<file path="config.mk">
export PLATFORM = sky130hd
export DESIGN_NAME = pmux_rr_arbiter
export DESIGN_NICKNAME = d
export VERILOG_FILES = /design/src/rtl/pmux_rr_arbiter.sv
export SDC_FILE = /design/constraint.sdc
export NUM_CORES = 1
export LEC_CHECK = 0
export CAP_MARGIN = 10
export CORE_UTILIZATION = 38
export DETAILED_ROUTE_END_ITERATION = 8
export PLACE_DENSITY = 0.71
export SYNTH_ARGS = -nofsm -noshare
export SYNTH_HDL_FRONTEND = slang
export SYNTH_SLANG_ARGS = --single-unit
</file>
<file path="constraint.sdc">
create_clock -name clk -period 1.9 [get_ports clk]
set_input_delay 0.38 -clock clk [delete_from_list [all_inputs] [get_ports clk]]
set_output_delay 0.38 -clock clk [all_outputs]
set_load 0.005 [all_outputs]
</file>
<file path="src/rtl/pmux_rr_arbiter.sv">
// pmux_rr_arbiter
// Round-robin arbiter and sequencer for a one-hot-select parallel multiplexer
// shared by N requesters. The granted word is captured into a single-entry
// output stage with a valid/ready handshake. When no word is held, the stage
// presents the default word, mirroring the pmux default input.
//
// Optional feature: define PMUX_ARB_LOCK_EN to add the req_lock port. A
// requester can then hold the grant across a burst of accepted words.
module pmux_rr_arbiter #(
   parameter int N = 3,
   parameter int W = 2
) (
   input  logic           clk,
   input  logic           rst_n,
   input  logic [W-1:0]   dflt,
   input  logic [N-1:0]   req_valid,
   input  logic [N*W-1:0] req_data,
`ifdef PMUX_ARB_LOCK_EN
   input  logic [N-1:0]   req_lock,
`endif
   output logic [N-1:0]   req_ready,
   output logic [N-1:0]   sel,
   output logic           out_valid,
   output logic [W-1:0]   out_data,
   input  logic           out_ready
);

   localparam int            PW   = (N > 1) ? $clog2(N) : 1;
   localparam logic [PW-1:0] LAST = PW'(N - 1);

   // Registered state
   logic [PW-1:0] r_ptr;
   logic          r_out_valid;
   logic [N-1:0]  r_sel;
   logic [W-1:0]  r_out_data;
`ifdef PMUX_ARB_LOCK_EN
   logic          r_lock_active;
   logic [PW-1:0] r_lock_owner;
`endif

   // Combinational arbitration signals
   logic [W-1:0]  w_req_word [N];
   logic          w_found;
   logic [PW-1:0] w_winner;
   logic          w_can_accept;
   logic          w_accept;
   logic [N-1:0]  w_grant_onehot;
   logic [PW-1:0] w_ptr_next;

   // Split the flat request bus into one word per requester
   genvar gi;
   generate
      for (gi = 0; gi < N; gi++) begin : g_unpack
         assign w_req_word[gi] = req_data[gi*W +: W];
      end
   endgenerate

   // Rotating priority search starting at r_ptr. Scanning from the farthest
   // offset down to zero lets the nearest valid requester overwrite the rest.
   // A held lock restricts the search to the lock owner alone.
   always_comb begin
      int idx;
      w_found  = 1'b0;
      w_winner = '0;
      idx      = 0;
      for (int k = N - 1; k >= 0; k--) begin
         idx = int'(r_ptr) + k;
         if (idx >= N) begin
            idx = idx - N;
         end
         if (req_valid[idx]) begin
            w_found  = 1'b1;
            w_winner = PW'(idx);
         end
      end
`ifdef PMUX_ARB_LOCK_EN
      if (r_lock_active) begin
         w_found  = req_valid[r_lock_owner];
         w_winner = r_lock_owner;
      end
`endif
   end

   // The stage can take a word when it is empty or is draining this cycle.
   // Reset gates the grant so no requester sees ready during a reset cycle.
   assign w_can_accept   = !r_out_valid || out_ready;
   assign w_accept       = rst_n && w_can_accept && w_found;
   assign w_grant_onehot = {{(N-1){1'b0}}, 1'b1} << w_winner;
   assign w_ptr_next     = (w_winner == LAST) ? '0 : w_winner + PW'(1);

   assign req_ready = w_accept ? w_grant_onehot : '0;

   // Output stage, round-robin pointer and burst-lock ownership
   always_ff @(posedge clk) begin
      if (!rst_n) begin
         r_ptr         <= '0;
         r_out_valid   <= 1'b0;
         r_sel         <= '0;
         r_out_data    <= '0;
`ifdef PMUX_ARB_LOCK_EN
         r_lock_active <= 1'b0;
         r_lock_owner  <= '0;
`endif
      end else if (w_accept) begin
         // New word loads even while the previous one drains: no bubble.
         r_out_valid <= 1'b1;
         r_sel       <= w_grant_onehot;
         r_out_data  <= w_req_word[w_winner];
`ifdef PMUX_ARB_LOCK_EN
         if (req_lock[w_winner]) begin
            // Pointer stays put so the burst resumes fairly after release.
            r_lock_active <= 1'b1;
            r_lock_owner  <= w_winner;
         end else begin
            r_lock_active <= 1'b0;
            r_ptr         <= w_ptr_next;
         end
`else
         r_ptr <= w_ptr_next;
`endif
      end else if (r_out_valid && out_ready) begin
         // Drained with nothing to replace it: fall back to the default word.
         r_out_valid <= 1'b0;
         r_sel       <= '0;
         r_out_data  <= dflt;
      end else if (!r_out_valid) begin
         // Idle stage tracks the default word one cycle late.
         r_out_data <= dflt;
      end
   end

   assign out_valid = r_out_valid;
   assign sel       = r_sel;
   assign out_data  = r_out_data;

endmodule
</file>
==> run metrics, run 1 <==
status complete, but fails checks; violated checks setup timing; Net Count, Synth 86; # diodes 0; Syn Std Cell Area 603.1 um2; Fmax 423.7 MHz; Worst R2R End sel[0]; CTS H-tree lvls 1; DRC Markers 0; Final HPWL DP 1317 um; vias in the first global route 718; Core ar. 1489 um2; Arr. time, crit path 1.98 ns; io pins 23; worst-margin pin slew 0.3157 ns; CTS Buf Count 3; CTS Hold Bufs 0; Final ANT Viol Nets 0; CP Launch Type flip-flop; worst min path class flip-flop to flip-flop; Hold Crit Depth 1; RSZ-0062 raised after global routing yes; r2r startpoint r_ptr[1]; CP peak stage delay 0.37 ns; gr usage total 0.2396; post-synthesis sequential area ratio 0.2656; Power Total 1.382 mW; wire per inst 14.80 um; count of input and output buffers 22; Total Nets Final 140; first-pass GRT wire length 3215 um; DIE AREA 1750 um2; post-synthesis register bit count 8; initial DRC count 24; DRT Pass-1 Iters 4; ys flop type dfxtp_1; FP Rows 14; Die W 41.84 um; Area Growth Syn to Fin 101.2%; Mean Syn Cell Area 8.615 um2; Setup CP Type flip-flop to primary output; Initial Util 0.4050; crit path cell chain inv_4 -> ha_4 -> buf_6 -> o32a_4 -> nor2_4 -> nor3_4 -> buf_6 -> buf_6 -> and3_4 -> buf_6; Worst Reg-to-Reg Cells 12; Fin. Hold Viols 0; Post-synth ARST share 0; clock tree from TritonCTS built; CP max stage cell dfxtp_4; crit-path most repeated cell buf_6; buffer and inverter count on the worst path 5; Post-Route WL 2042 um; worst-skew pair later-pin latency 0.26 ns; Pwr Density 1139 nW/um2; Hold Path End sel[2]; CP Max Fanout 4; setup slack, reg-to-reg -0.26 ns; Leak 0.5174 nW; Root Buffer clkbuf_4; Pins Over Slew Limit 0; commonest non-fill, non-tap cell in the layout buf_4; Clk pin slew, worst setup/hold paths 0.06 ns; Area after DPL 1003 um2; Die Y 41.84 um; Tcrit/Tclk final 1.242; Critical Path RT 1.52 ns; relative slew slack 0.7873; gp weighted congestion 0.8143; Tmin final 2.360 ns; VDD IR max 594.2 uV; Vias/cell 5.413; final instance area 1214 um2; Final Skew 0.01090 ns; post-synthesis cell count 70; commonest non-fill, non-tap cells in the layout buf_4, clkdlybuf4s50_1, dfxtp_1, buf_6, o21ai_0; layout cells sized above 1 0.5082; final setup fails 6; synth warn 0; via count 747; crit-path leading delay family buffers and inverters; Num Clock Sinks 8; pin count of the biggest net entering global routing 7; GRT Residual Overflow 0; initial antenna violation count 0; CP Capture Type primary output; Max Root-Sink Buffers 2; Distinct cells, synth 34; number of synthesized flops with an enable pin 0; final worst slack -0.4599 ns; max cap viols 0; Hold Path Origin sel[2]
-- final cells by class --
cell class	instances	area, um2
well taps	16	20.02
fillers	96	275.3
repair buffers	51	452.9
clock buffers	3	22.52
inverters	4	17.52
multi-input cells	56	533.0
flip-flops and latches	8	167.7
-- flip-flops by register name, summed over array words and instances (netlist names) --
register	flops
sel	3
r_ptr	2
out_valid	1
out_data	2
-- routing by layer --
metal | global-route usage | wire length [um] | vias up
met2 | 0.4031 | 982 | 24
met4 | 0.03871 | 15 | 0
met1 | 0.3181 | 965 | 352
li1 | - | - | 369
met3 | 0.05217 | 78 | 2
met5 | 0 | 0 | -
-- worst max path at each step --
| stage | from | to | cells past startpoint |
|---|---|---|---|
| 4_1_cts | r_ptr[0] | req_ready[0] | 9 |
| 3_3_place_gp | req_valid[2] | req_ready[1] | 6 |
| 3_5_place_dp | req_valid[2] | req_ready[2] | 6 |
| 6_report | r_ptr[1] | req_ready[0] | 10 |
| 5_1_grt | r_ptr[0] | req_ready[0] | 9 |
| 2_1_floorplan | r_ptr[1] | req_ready[2] | 7 |
-- metrics by stage --
stage          setup WS, ns  hold slack (ns)  setup TNS [ns]    util  std cells
6_report            -0.4599           0.4904          -1.546  0.8151        138
5_1_grt             -0.5126           0.5215          -1.999  0.8151        138
4_1_cts             -0.4883           0.4822          -1.720  0.7655        136
3_5_place_dp        -0.6023           0.4696          -2.589  0.6740        125
3_3_place_gp        -0.5796           0.4485          -2.199  0.6740        125
2_1_floorplan      0.004627           0.4546               0       -         70
-- cell families (layout without fill, tap and decap cells) --
group / Yosys count / in the layout / synth area share
AND/OR/NAND/NOR: 25 / 25 / 0.2780
AO/OA/AOI/OAI: 27 / 27 / 0.3216
multiplexers: 1 / 1 / 0.01660
buffers and inverters: 6 / 58 / 0.05809
adder cells (fa/ha/maj): 3 / 3 / 0.06016
flip-flops: 8 / 8 / 0.2656
-- repair_timing --
| action | in CTS | in global routing |
|---|---|---|
| pin swaps | 9 | 9 |
| setup buffers | 8 | 3 |
| gates resized for setup | 24 | 14 |
| gates cloned | 0 | 0 |
| setup endpoints to repair | 6 | 10 |
-- cells in the mapped netlist (3+ instances only) --
| cell | instances | share of area |
|---|---|---|
| and3_2 | 3 | 0.037 |
| nand2_1 | 3 | 0.019 |
| a21oi_1 | 3 | 0.025 |
| o21ai_0 | 5 | 0.041 |
| dfxtp_1 | 8 | 0.27 |
| inv_1 | 4 | 0.025 |
| a21boi_0 | 3 | 0.037 |
| nor2_1 | 5 | 0.031 |
-- worst reg2reg max path, cell delays in order (launching register included) --
cell and delay, ns:
dfxtp_4 0.37, inv_4 0.04, ha_4 0.16, buf_6 0.12, o32a_4 0.36, nor2_4 0.13, nor3_4 0.06, buf_6 0.11
buf_6 0.10, and3_4 0.16, buf_4 0.12, buf_4 0.12, a31o_4 0.19
-- report_power, final --
| group | switching [mW] | total [mW] | leakage, nW | internal, mW |
|---|---|---|---|---|
| combinational | 0.401 | 0.989 | 0.436 | 0.588 |
| sequential | 0.0394 | 0.260 | 0.0675 | 0.221 |
| clock | 0.0609 | 0.133 | 0.0138 | 0.0725 |
| total | 0.501 | 1.38 | 0.517 | 0.881 |
No activity file was read; power rests on OpenSTA's default activity.
==> inputs of run 2 (changes only) <==
CORE_UTILIZATION = 40   (was 38)
CTS_BUF_LIST = sky130_fd_sc_hd__clkbuf_8   (was not set)
PLACE_DENSITY = 0.74   (was 0.71)
==> run 2 against run 1 <==
Compared with the run above:
- the flow still finishes with violations (setup timing)
- hold slack worse by 0.021 ns
- power up 10%
- count of clock-buffer cells in the layout did not move
- largest cell class unchanged
==> run metrics, run 2 (synthesis results as in run 1) <==
final instance area 1234 um2 (+1.6%); Root Buffer clkbuf_8; Die W 40.83 um (-2.4%); Fin. Hold Viols 0 (unchanged); Initial Util 0.4467 (+0.04167); max cap viols 0 (unchanged); wire per inst 21.15 um (+43%); Final Skew 0.006652 ns (-0.004246 ns); final setup fails 9 (+3); Total Nets Final 137 (-2.1%); Pwr Density 1237 nW/um2 (+8.6%); worst min path class flip-flop to flip-flop; placed cell count 123 (-1.6%); pin count of the biggest net entering global routing 10 (+3); Tcrit/Tclk final 1.239 (-0.002866); Tmin final 2.354 ns (-0.005446 ns); max reg flops 3 (unchanged); gp weighted congestion 0.7880 (-3.2%); Max Root-Sink Buffers 2 (unchanged); Fmax 424.7 MHz (+0.23%); Die Y 40.83 um (-2.4%); Critical Path RT 1.52 ns (about the same); Leak 0.5293 nW (+2.3%); worst-margin pin slew 0.4139 ns (+0.09820 ns); Layout Cells excl Fill 134 (-2.9%); Filler cells 55 (-43%); initial DRC count 25 (+4.2%); Post-Route WL 2834 um (+39%); DIE AREA 1667 um2 (-4.7%); Area Growth Syn to Fin 104.6%; Final HPWL DP 1422 um (+8.0%); Vias/cell 6.201 (+15%); Storage cell area 167.7 um2 (unchanged); violated checks setup timing; initial antenna violation count 0 (unchanged); Clk pin slew, worst setup/hold paths 0.04 ns (-0.02 ns); clock tree from TritonCTS built; Multi-input gate area 554.3 um2 (+4.0%); RSZ-0062 raised after global routing yes; Pins Over Slew Limit 0 (unchanged); Core ar. 1350 um2 (-9.3%); Setup TNS Final -1.784 ns (-0.2385 ns); Num Clock Sinks 8 (unchanged); # diodes 0 (unchanged); DRC Markers 0 (unchanged); count of input and output buffers 22 (unchanged); via count 831 (+11%); Arr. time, crit path 1.97 ns (about the same); CP Capture Type primary output; worst-skew pair later-pin latency 0.23 ns (-0.03 ns); CP Launch Type flip-flop; vias in the first global route 730 (+1.7%); first-pass GRT wire length 3139 um (-2.4%); WHS 0.4692 ns (-0.02120 ns); commonest non-fill, non-tap cell in the layout buf_4; relative slew slack 0.7232 (-0.06411); gr usage total 0.2889 (+0.04931); Area after DPL 994.7 um2 (-0.87%); final worst slack -0.4545 ns (+0.005446 ns); GRT Residual Overflow 0 (unchanged); status complete, but fails checks; Setup CP Type flip-flop to primary output; commonest non-fill, non-tap cells in the layout buf_4, clkdlybuf4s50_1, buf_6, dfxtp_1, nor2_1; VDD IR max 735.7 uV (+24%); DRT Pass-1 Iters 4 (unchanged); io pins 23 (unchanged); CP Max Fanout 4 (unchanged); Final ANT Viol Nets 0 (unchanged); FP Rows 13 (-1); CTS H-tree lvls 1 (unchanged); CTS Buf Count 3 (unchanged); layout cells sized above 1 0.5210 (+0.01281)
-- run 2: cell count changes in the layout (fill, tap and decap cells not counted), moves of 2 or more --
cell | previous run | this run
buf_4 | 26 | 22
clkbuf_4 | 3 | 0
o21ai_1 | 1 | 3
o21ai_0 | 5 | 3
clkbuf_8 | 0 | 3
-- run 2: metrics by stage --
stage	total power, mW	setup slack (ns)	util
3_3_place_gp	0.9634	-0.5953	0.7368
4_1_cts	1.310	-0.3820	0.8369
5_1_grt	1.579	-0.5200	0.9138
6_report	1.526	-0.4545	0.9138
2_1_floorplan	0.6522	0.004627	-
3_5_place_dp	0.9776	-0.5996	0.7368
-- run 2: what timing repair did --
item,4_1_cts,5_1_grt
pin swaps,9,5
hold buffers,0,0
endpoints found under the setup margin,6,10
resized for setup,26,19
hold endpoints to repair,0,0
setup buffers,5,3
-- run 2: cell type report --
type / instances / area share
Sequential cell: 8 / 0.1359
Multi-Input combinational cell: 56 / 0.4493
Timing Repair Buffer: 48 / 0.3540
Clock buffer: 3 / 0.03347
Tap cell: 15 / 0.01521
Inverter: 4 / 0.01217
-- run 2: worst paths after layout --
path                     from            to  slack, ns  depth (start not counted)
setup reg to reg     r_ptr[0]        sel[2]      -0.24                         10
hold / removal    out_data[0]   out_data[0]       0.47                          2
setup / recovery     r_ptr[0]  req_ready[0]      -0.45                          8
hold reg to reg   out_data[0]   out_data[0]       0.47                          2
-- run 2: critical path: stages, from the launching register on --
cell,delay (ns)
dfxtp_4,0.36
inv_2,0.05
ha_4,0.23
maj3_2,0.33
o2bb2ai_4,0.15
nor3_4,0.18
buf_4,0.17
and3_4,0.19
buf_6,0.09
-- run 2: routing by layer --
layer / wire length, um / GRT usage
met5: 0 / 0
met4: 155 / 0.09167
met3: 210 / 0.1087
met2: 1384 / 0.5117
met1: 1082 / 0.3107
-- run 2: power by group --
part           internal [mW]  leakage, nW  switching, mW
combinational          0.592        0.440          0.472
clock                  0.137       0.0216         0.0639
sequential             0.221       0.0675         0.0401
total                  0.950        0.529          0.576
==> inputs of run 3 (changes only) <==
CAP_MARGIN = not set   (was 10)
==> results of run 3 <==
No change in the layout: final DEF, timing and power equal those of run 2.
